File: src/rtl/irq_ctrl.sv
// -----------------------------------------------------------------------------
// irq_ctrl -- interrupt controller between peripheral IRQ lines and CPU HWInt.
//
// Latches, masks and prioritises up to NSRC (1..6) interrupt sources. The block
// sits behind the bus bridge as four word registers selected by Addr[3:2]:
//   0 MASK  RW [5:0]  1 = source enabled
//   1 PEND  R  [5:0]  write 1 clears that bit (edge sources only)
//   2 MODE  RW [5:0]  0 = edge, 1 = level
//   3 CUR   R  {valid, 28'b0, id[2:0]} of the highest-priority (lowest index)
//              pending and enabled source
// Pending edge sources are also cleared by int_ack for the current source.
//
// Ports:
//   clk      system clock, rising edge
//   reset    asynchronous reset, active low
//   Addr     word address [31:2] from the bridge, only [3:2] decoded
//   WE       register write enable (already decoded by the bridge)
//   Din      write data
//   Dout     read data, combinational from Addr[3:2]
//   src      raw interrupt requests (0 = Timer0, 1 = Timer1, 2 = external)
//   int_ack  one-cycle acknowledge from the CPU for the current interrupt
//   HWInt    PEND & MASK, to CPU HWInt[15:10]
//   irq      |HWInt
//
// Optional feature: define IRQC_SYNC_EN to pass src through a 2-flop
// synchronizer (adds two edges of latency). Without it src is used directly,
// which suits sources already synchronous to clk.
// -----------------------------------------------------------------------------
module irq_ctrl #(
  parameter int NSRC = 6
) (
  input  logic        clk,
  input  logic        reset,
  input  logic [31:2] Addr,
  input  logic        WE,
  input  logic [31:0] Din,
  output logic [31:0] Dout,
  input  logic [5:0]  src,
  input  logic        int_ack,
  output logic [5:0]  HWInt,
  output logic        irq
);

  typedef enum logic [1:0] {
    REG_MASK = 2'd0,
    REG_PEND = 2'd1,
    REG_MODE = 2'd2,
    REG_CUR  = 2'd3
  } reg_sel_e;

  // One bit per present source; bits from NSRC upward read 0 and drop writes.
  localparam logic [5:0] IMPL = 6'((1 << NSRC) - 1);

  reg_sel_e   sel;
  logic [5:0] src_s;
  logic [5:0] mask_q, mask_d;
  logic [5:0] pend_q, pend_d;
  logic [5:0] mode_q, mode_d;
  logic [5:0] src_prev_q, src_prev_d;
  logic       cur_valid;
  logic [2:0] cur_id;
  logic [5:0] active;
  logic [5:0] rise;
  logic [5:0] w1c;
  logic [5:0] ack_clr;
  logic [5:0] edge_next;

  assign sel = reg_sel_e'(Addr[3:2]);

`ifdef IRQC_SYNC_EN
  logic [5:0] sync1_q, sync1_d;
  logic [5:0] sync2_q, sync2_d;

  assign sync1_d = src;
  assign sync2_d = sync1_q;
  assign src_s   = sync2_q & IMPL;

  always_ff @(posedge clk or negedge reset) begin
    if (!reset) begin
      sync1_q <= '0;
      sync2_q <= '0;
    end else begin
      sync1_q <= sync1_d;
      sync2_q <= sync2_d;
    end
  end
`else
  assign src_s = src & IMPL;
`endif

  // Priority: the lowest-index pending and enabled source wins. Scanning from
  // the top down lets the last hit (the lowest index) overwrite earlier ones.
  assign active = pend_q & mask_q;

  always_comb begin
    // NOTE: every variable gets a default before any conditional assignment so
    // no path leaves it unassigned, which would infer a latch.
    cur_valid = 1'b0;
    cur_id    = 3'd0;
    for (int i = 5; i >= 0; i--) begin
      if (active[i]) begin
        cur_valid = 1'b1;
        cur_id    = 3'(i);
      end
    end
  end

  always_comb begin
    ack_clr = '0;
    if (int_ack && cur_valid) ack_clr[cur_id] = 1'b1;

    rise = src_s & ~src_prev_q;
    w1c  = (WE && sel == REG_PEND) ? Din[5:0] : 6'd0;

    // A new edge wins over any clear of the same bit in the same cycle.
    edge_next = rise | (pend_q & ~(w1c | ack_clr));

    // Level sources simply mirror the sampled input; clears do not apply.
    pend_d = ((mode_q & src_s) | (~mode_q & edge_next)) & IMPL;

    mask_d     = (WE && sel == REG_MASK) ? (Din[5:0] & IMPL) : mask_q;
    mode_d     = (WE && sel == REG_MODE) ? (Din[5:0] & IMPL) : mode_q;
    src_prev_d = src_s;
  end

  // NOTE: src_prev resets to 0, so a source already high when reset releases
  // is seen as a rising edge at the first clock.
  always_ff @(posedge clk or negedge reset) begin
    if (!reset) begin
      mask_q     <= '0;
      pend_q     <= '0;
      mode_q     <= '0;
      src_prev_q <= '0;
    end else begin
      // NOTE: non-blocking assignments so every flop samples the pre-edge
      // values computed above, independent of statement order.
      mask_q     <= mask_d;
      pend_q     <= pend_d;
      mode_q     <= mode_d;
      src_prev_q <= src_prev_d;
    end
  end

  assign HWInt = active;
  assign irq   = |active;

  always_comb begin
    Dout = 32'd0;
    unique case (sel)
      REG_MASK: Dout = {26'd0, mask_q};
      REG_PEND: Dout = {26'd0, pend_q};
      REG_MODE: Dout = {26'd0, mode_q};
      REG_CUR:  Dout = {cur_valid, 28'd0, cur_id};
      default:  Dout = 32'd0;
    endcase
  end

  // Address and data bits that the register map never looks at.
  logic unused_bits;
  assign unused_bits = ^{Addr[31:4], Din[31:6]};

endmodule

File: config.mk
export PLATFORM = sky130hd
export DESIGN_NAME = irq_ctrl
export DESIGN_NICKNAME = d
export VERILOG_FILES = /design/src/rtl/irq_ctrl.sv
export SDC_FILE = /design/constraint.sdc
export NUM_CORES = 1
export LEC_CHECK = 0
export CAP_MARGIN = 20
export CORE_MARGIN = 3
export CORE_UTILIZATION = 36
export DETAILED_ROUTE_END_ITERATION = 12
export HOLD_SLACK_MARGIN = 0.1
export PLACE_DENSITY = 0.86
export SLEW_MARGIN = 20
export SYNTH_ARGS = -nofsm -noshare
export SYNTH_HDL_FRONTEND = slang
export SYNTH_SLANG_ARGS = --single-unit
File: constraint.sdc
create_clock -name clk -period 2.7 [get_ports clk]
set_input_delay 0.54 -clock clk [delete_from_list [all_inputs] [get_ports clk]]
set_output_delay 0.54 -clock clk [all_outputs]
set_load 0.03 [all_outputs]
==> Word-level counts from Yosys, hierarchy flattened <==
Cells that the tools add are included.
{ "totals": {"ff_bits": 24, "in_bits": 72, "output_inout_bits": 39, "wordCells": 44} }
{ "classes": {"magnitude_cmp": 2, "eq_ne": 3, "n_mux": 17, "bitwise_logic": 11, "reduce_logical": 7} }
{ "ops": {"columns": ["operator", "n"], "rows": [
  ["32-bit one-hot mux with 4 select lines", 1],
  ["6-bit AND", 5],
  ["3-bit 2-to-1 mux", 6],
  ["6-bit inverter", 3],
  ["6-bit OR", 3],
  ["6-bit 2-to-1 mux", 2],
  ["1-bit 2-to-1 mux", 7],
  ["6-bit OR reduction", 1],
  ["1-bit logical AND", 5],
  ["2-bit equality test, second input constant", 2],
  ["3-bit by 4-bit less-than comparator with 1-bit output, second input constant", 1],
  ["1-bit demux with 3-bit select", 1],
  ["3-bit by 1-bit greater-or-equal comparator with 1-bit output, second input constant", 1],
  ["2-bit by 1-bit equality test with 1-bit output, second input constant", 1],
  ["2-bit logical NOT", 1]
]} }

==> Longest topological paths before layout <==
Gate-level depths: netlist of run 1.
{ "depth": {"ltp_word": 18, "ltp_mapped": 5, "ltp_nobuf": 4} }

==> Worst setup path before layout of run 1 <==
No wires, ideal clock.
{ "synth_path": {"path_kind": "flip-flop to output port", "startpoint": "register pend_q[3]", "endpoint": "output port Dout[0]", "arrival_time_ns": 1.709, "t_required_ns": 2.160, "path_slack_ns": 0.451, "path_stages_with_launch": 5, "path_cell_list": "dfrtp_1 and2_1 a21o_1 a211oi_1 a211oi_1"} }
{ "synth_via": {"elab_chain_len": 6} }
{ "synth_rtl": {"columns": ["item", "line_no", "source"], "rows": [
  ["from (decl)", "57", "logic [5:0] pend_q, pend_d;"],
  ["from (signal assigned)", "138", "pend_q <= pend_d;"],
  ["6-bit AND", "93", "assign active = pend_q & mask_q;"],
  ["via HWInt[3]", "40", "output logic [5:0] HWInt,"],
  ["3-bit 2-to-1 mux (4 in series)", "101", "if (active[i]) begin"],
  ["32-bit one-hot mux with 4 select lines", "149", "unique case (sel)"],
  ["to (decl)", "37", "output logic [31:0] Dout,"]
]} }
The timed path passes the listed nets, and every way through them passes these cells. The select of a mux whose other input is x is not followed.

==> Worst setup path after layout of run 1 <==
{ "layout_path": {"startpoint": "input port Addr[2] in the netlist's numbering", "endpoint": "output port Dout[1]"} }
{ "layout_via": {"elab_chain_len": 2, "word_cells_on_any_way": 5, "classes_between": "eq/ne: 3; mux: 1; reduce/logical: 1"} }
{ "layout_rtl": {"columns": ["item", "line_no", "source"], "rows": [
  ["from (decl)", "34", "input logic [31:2] Addr,"],
  ["2-bit equality test, or another cell as far along", "149", null],
  ["32-bit one-hot mux with 4 select lines (*)", "149", null]
]} }
Every way passes the cells marked *; elsewhere a longest branch is shown, timed or not. The select of a mux whose other input is x is not followed.

==> summary.txt, run 1 <==
Outcome
  • Status: completed

Worst setup path
  • Critical Path RT: 2.16 ns
  • Worst reg2reg setup slack: 1.31 ns
  • Worst Path Class, Setup: in2out
  • Crit path capture type: output pin
  • Worst r2r src: pend_q[1]
  • Critical path data arrival time: 2.11 ns
  • CP max FO: 4
  • Startpoint Class: input port
  • Reg2Reg Depth: 4
  • RR Endpoint: pend_q[5]
  • Crit path from: Addr[2]

Placed design
  • Count of input and output buffers: 31
  • RD Place Congestion: 0.830
  • HPWL Detailed: 2400 um
  • Dpl cell area: 0.00172 mm2
  • Place WS: -0.192 ns
  • Placed cell count: 220

Timing
  • Setup violators final: 0
  • Period utilization: 98.0%
  • Fin. max-slew vios: 0
  • Clk_skew: 0.00119 ns
  • Final setup TNS: 0 ns
  • Final worst slack: 0.0544 ns
  • Fmax: 0.378 GHz
  • RSZ-0062 raised after global routing: no
  • Post-layout min period: 2.65 ns
  • Final hold vios: 0

Worst hold path
  • HP Class: reg2reg
  • Hold_sp: mode_q[2]
  • Hold path cells: 2
  • Hold Path End: pend_q[2]

Clocking
  • Clk buf depth: 2
  • Hold Buf Count CTS: 0
  • CTS H-tree depth: 1
  • Clk slew on worst S/H paths: 0.08 ns
  • CTS buffer count: 3
  • Setup bufs post-CTS: 0
  • CTS tree: built
  • Clock sinks: 24
  • Root buf cell: clkbuf_8
  • Clk_lat worst skew: 0.27 ns

Power
  • Total Power: 0.00115 W
  • Static Leak: 0.821 nW
  • Maximum vdd drop: 0.296 mV
  • Pwr dens: 650 mW/mm2

Cells and area
  • Diodes inserted: 0
  • Final-stage net count: 249
  • Fill cells: 377
  • Synthesis-to-finish area growth: 22.1%
  • Final Cell Area: 0.00176 mm2
  • Non-Filler Instances: 223
  • Layout cell share with drive strength beyond 1: 16.0%

Detailed routing
  • Routed wire per std cell: 13.8 um
  • WL final: 3080 um
  • # DRC: 0
  • Detail-routed via count per cell: 4.88
  • Post-route ant nets: 0
  • DR iter-0 viols: 79
  • Routed vias: 1089
  • First-pass iteration count of the detailed router: 4

Run
  • Max Cap Viol: 0

Synthesis
  • Yosys cell types: 34
  • Register bit total from synthesis: 24
  • Sequential area share after synthesis: 41.6%
  • Post-Synthesis Cells: 140
  • Mapped Area: 0.00144 mm2
  • Ys Warns: 0
  • Synthesized area per cell: 10.3 um2

Floorplanning
  • Initial Util: 38.3%
  • Die area: 0.00481 mm2
  • Std-Cell Rows: 22
  • Height of the die: 69.3 um
  • Die width: 69.3 um
  • Core Region: 0.00377 mm2
  • # IOs: 111

GRT
  • First-pass GRT wire length: 4970 um
  • GRT overflow: 0
  • Initial antenna violation count: 0
  • Vias in the first global route: 1030
  • Aggregate global-route resource usage: 12.7%
  • Largest net degree at the start of global routing: 25
cell usage after synthesis:
master     instances  area share [%]
nor2_1             1            0.26
a22oi_4            1             1.5
nand3b_1           3             1.6
and2_1             2            0.87
nor3_1             1            0.35
a21oi_1            1            0.35
buf_4             26              14
and3_1             1            0.43
nand3_1            1            0.35
and3b_1            1            0.61
a41o_1             2             1.4
o21ai_1            2            0.69
conb_1             1            0.26
a22oi_2            1            0.87
nand4_1            2            0.87
and2_2             2             1.0
mux4_1             1             1.8
nand2_1           18             4.7
buf_2              2            0.69
a21boi_0           2             1.0
dfrtp_1           24              42
a211oi_1           3             1.6
o2111ai_1          1            0.61
mux2_1             3             2.3
mux2_2             9             7.0
mux2i_1            3             2.1
a22oi_1            1            0.52
a21o_1             1            0.52
nand4b_1           3             1.8
nor2b_1            2            0.87
mux4_2             1             1.6
nor3b_4            1             1.3
o21ai_0            8             2.8
inv_1              9             2.3
metal layers:
| layer | up-vias | part of all wire [%] | global-route usage, % |
|---|---|---|---|
| li1 | 512 | - | - |
| met1 | 515 | 46 | 17.8 |
| met2 | 59 | 44 | 19.9 |
| met3 | 3 | 9.1 | 4.20 |
| met4 | 0 | 0.32 | 1.30 |
| met5 | - | 0 | 0 |
metrics by stage:
| step | util [%] | hold slack, ns |
|---|---|---|
| 6_report | 46.7 | 0.543 |
| 3_3_place_gp | 45.7 | 0.511 |
| 5_1_grt | 46.7 | 0.570 |
| 4_1_cts | 46.7 | 0.542 |
| 2_1_floorplan | - | 0.244 |
| 3_5_place_dp | 45.7 | 0.526 |
cell type report:
| type | instances | area, um2 | share of cell area, % |
|---|---|---|---|
| repair buffers | 36 | 333 | 18.9 |
| clock buffers | 3 | 41.3 | 2.34 |
| multi-input cells | 103 | 694 | 39.4 |
| well taps | 48 | 60.1 | 3.41 |
| flip-flops and latches | 24 | 601 | 34.1 |
| inverters | 9 | 33.8 | 1.92 |
worst max path at each step:
| stage | end | cells past startpoint |
|---|---|---|
| 2_1_floorplan | Dout[0] | 4 |
| 3_3_place_gp | Dout[1] | 3 |
| 3_5_place_dp | Dout[1] | 3 |
| 4_1_cts | Dout[1] | 3 |
| 5_1_grt | Dout[1] | 3 |
| 6_report | Dout[1] | 3 |
registers in the layout, summed over array words and instances, names as in the netlist:
signal	flops
mask_q	6
mode_q	6
pend_q	6
src_prev_q	6
cell usage in the layout, fill, tap and decap left out, types with 8 or more instances in the layout:
cell             instances
nand2_1                 18
buf_4                   10
inv_1                    9
dfrtp_1                 24
mux2_2                   9
clkdlybuf4s50_1         24
conb_1                  25
o21ai_0                  8
kinds of logic (layout without fill, tap and decap cells):
family          after synthesis  in the layout  share of synthesized area [%]
flops                        24             24                           41.6
other cells                   1             25                          0.260
buf+inv                      37             48                           16.6
simple gates                 38             38                           15.0
compound gates               23             23                           11.8
mux                          17             17                           14.8
what timing repair did:
action | 4_1_cts | 5_1_grt
endpoints found under the setup margin | 2 | 0
gates resized for setup | 2 | 0
hold endpoints to repair | 0 | 0
critical path, stage by stage:
cell	delay [ns]
clkdlybuf4s50_1	0.60
mux4_1	0.59
dlygate4sd2_1	0.37
power by group:
group / total, W / switching, W / leakage [nW] / internal (W)
Combinational: 0.000452 / 0.000264 / 0.518 / 0.000188
Sequential: 0.000480 / 0.0000643 / 0.281 / 0.000416
Clock: 0.000214 / 0.000114 / 0.0216 / 0.000100
Total: 0.00115 / 0.000442 / 0.821 / 0.000704
(Power assumes the default switching activity.)
==> inputs of run 2 (changes only) <==
--- a/config.mk
+++ b/config.mk
@@ -11,6 +11,7 @@
 export DETAILED_ROUTE_END_ITERATION = 12
 export HOLD_SLACK_MARGIN = 0.1
 export PLACE_DENSITY = 0.86
+export SKIP_CTS_REPAIR_TIMING = 1
 export SLEW_MARGIN = 20
 export SYNTH_ARGS = -nofsm -noshare
 export SYNTH_HDL_FRONTEND = slang
==> summary.txt, run 2 (synthesized netlist as in run 1, its figures left out) <==
GRT
  • Aggregate global-route resource usage: 12.7% (unchanged)
  • GRT overflow: 0 (unchanged)
  • Largest net degree at the start of global routing: 25 (unchanged)
  • Global Route met1 Usage: 17.8% (unchanged)
  • Vias in the first global route: 1030 (unchanged)
  • M2 GR Usage: 19.9% (unchanged)
  • Gr busiest metal: met2
  • Initial antenna violation count: 0 (unchanged)
  • Met3 usage: 4.20% (unchanged)
  • First-pass GRT wire length: 4970 um (unchanged)

Clocking
  • CTS tree: built
  • Clk slew on worst S/H paths: 0.08 ns (about the same)
  • Clock sinks: 24 (unchanged)
  • Clk buf depth: 2 (unchanged)
  • CTS buffer count: 3 (unchanged)
  • CTS H-tree depth: 1 (unchanged)
  • Root buf cell: clkbuf_8
  • Clk_lat worst skew: 0.27 ns (about the same)

Worst hold path
  • Hold_sp: mode_q[2]
  • HP Class: reg2reg

Outcome
  • Status: completed

Detailed routing
  • Routed vias: 1080 (-0.83%)
  • Routed wire per std cell: 13.8 um (about the same)
  • Detail-routed via count per cell: 4.84 (-0.83%)
  • DR iter-0 viols: 77 (-2.5%)
  • Post-route ant nets: 0 (unchanged)
  • WL final: 3080 um (about the same)
  • First-pass iteration count of the detailed router: 4 (unchanged)
  • # DRC: 0 (unchanged)

Worst setup path
  • Startpoint Class: input port
  • Critical Path RT: 2.16 ns (about the same)
  • Critical path data arrival time: 2.00 ns (-0.11 ns)
  • CP max FO: 4 (unchanged)
  • Worst Path Class, Setup: in2out
  • Crit path from: Addr[2]
  • Crit path capture type: output pin
  • Worst reg2reg setup slack: 1.31 ns (about the same)
  • Worst r2r src: pend_q[1]

Cells and area
  • Layout cell share with drive strength beyond 1: 16.0% (unchanged)
  • Commonest non-fill, non-tap cell in the layout: conb_1
  • Final-stage net count: 249 (unchanged)
  • Fill cells: 374 (-0.80%)
  • Diodes inserted: 0 (unchanged)
  • Synthesis-to-finish area growth: 22.6%
  • Most frequent cells in the layout: 25 x conb_1, 24 x clkdlybuf4s50_1, 24 x dfrtp_1, 18 x nand2_1, 10 x buf_4

Power
  • Total Power: 0.00115 W (+0.42%)
  • Maximum vdd drop: 0.300 mV (+1.1%)
  • Static Leak: 0.839 nW (+2.2%)
  • Pwr dens: 650 mW/mm2 (about the same)

Timing
  • Period utilization: 94.1% (-3.9 points)
  • RSZ-0062 raised after global routing: no
  • Fin. max-slew vios: 0 (unchanged)
  • Post-layout min period: 2.54 ns (-0.104 ns)
  • Final hold vios: 0 (unchanged)
  • Setup violators final: 0 (unchanged)
  • Fmax: 0.394 GHz (+4.1%)
  • Final setup TNS: 0 ns (unchanged)
  • Clk_skew: 0.00108 ns (-0.000117 ns)

Floorplanning
  • Core Region: 0.00377 mm2 (unchanged)
  • Die width: 69.3 um (unchanged)
  • # IOs: 111 (unchanged)
  • Die area: 0.00481 mm2 (unchanged)
  • Height of the die: 69.3 um (unchanged)
  • Initial Util: 38.3% (unchanged)
  • Std-Cell Rows: 22 (unchanged)

Placed design
  • Count of input and output buffers: 31 (unchanged)
  • HPWL Detailed: 2400 um (unchanged)
  • RD Place Congestion: 0.830 (unchanged)

Run
  • Max Cap Viol: 0 (unchanged)
[run 2: power breakdown]
| part | leakage (nW) | switching [W] | total [W] | internal [W] |
|---|---|---|---|---|
| Sequential | 0.281 | 0.0000640 | 0.000480 | 0.000416 |
| Combinational | 0.536 | 0.000264 | 0.000456 | 0.000192 |
| Clock | 0.0216 | 0.000114 | 0.000214 | 0.000100 |
[run 2: final cells by class]
| type | instances | area [um2] | area share (%) |
|---|---|---|---|
| Sequential cell | 24 | 601 | 33.9 |
| Multi-Input combinational cell | 103 | 694 | 39.2 |
| Tap cell | 48 | 60.1 | 3.39 |
| Clock buffer | 3 | 41.3 | 2.33 |
| Inverter | 9 | 33.8 | 1.91 |
| Timing Repair Buffer | 36 | 340 | 19.2 |
[run 2: layer usage]
metal	up-vias	routed length, um
li1	512	-
met1	506	1400
met2	59	1360
met3	3	317
met4	0	10
met5	-	0
[run 2: critical path, cell delays in order]
cell	delay, ns
clkdlybuf4s50_1	0.61
mux4_1	0.59
dlymetal6s2s_1	0.26
[run 2: final timing paths]
check                                 to  depth (start not counted)
min                            pend_q[2]                          2
min reg2reg                    pend_q[2]                          2
max                              Dout[1]                          3
min in group asynchronous  src_prev_q[3]                          2
max reg2reg                    pend_q[5]                          4
max in group asynchronous  src_prev_q[4]                          2
[run 2: through the flow]
step           std cells  area, um2  hold slack, ns  setup WS [ns]  util (%)
6_report             223       1770           0.544          0.159      46.9
3_5_place_dp         220       1720           0.526         -0.192      45.7
2_1_floorplan        164       1530           0.244          0.451         -
5_1_grt              223       1770           0.570          0.118      46.9
4_1_cts              223       1770           0.542         -0.192      46.8
3_3_place_gp         220       1720           0.511         -0.182      45.7
==> inputs of run 3 (changes only) <==
--- a/config.mk
+++ b/config.mk
@@ -8,6 +8,7 @@
 export CAP_MARGIN = 20
 export CORE_MARGIN = 3
 export CORE_UTILIZATION = 36
+export CTS_CLUSTER_SIZE = 12
 export DETAILED_ROUTE_END_ITERATION = 12
 export HOLD_SLACK_MARGIN = 0.1
 export PLACE_DENSITY = 0.86
==> results of run 3 <==
No change in the layout: final DEF, timing and power equal those of run 2.
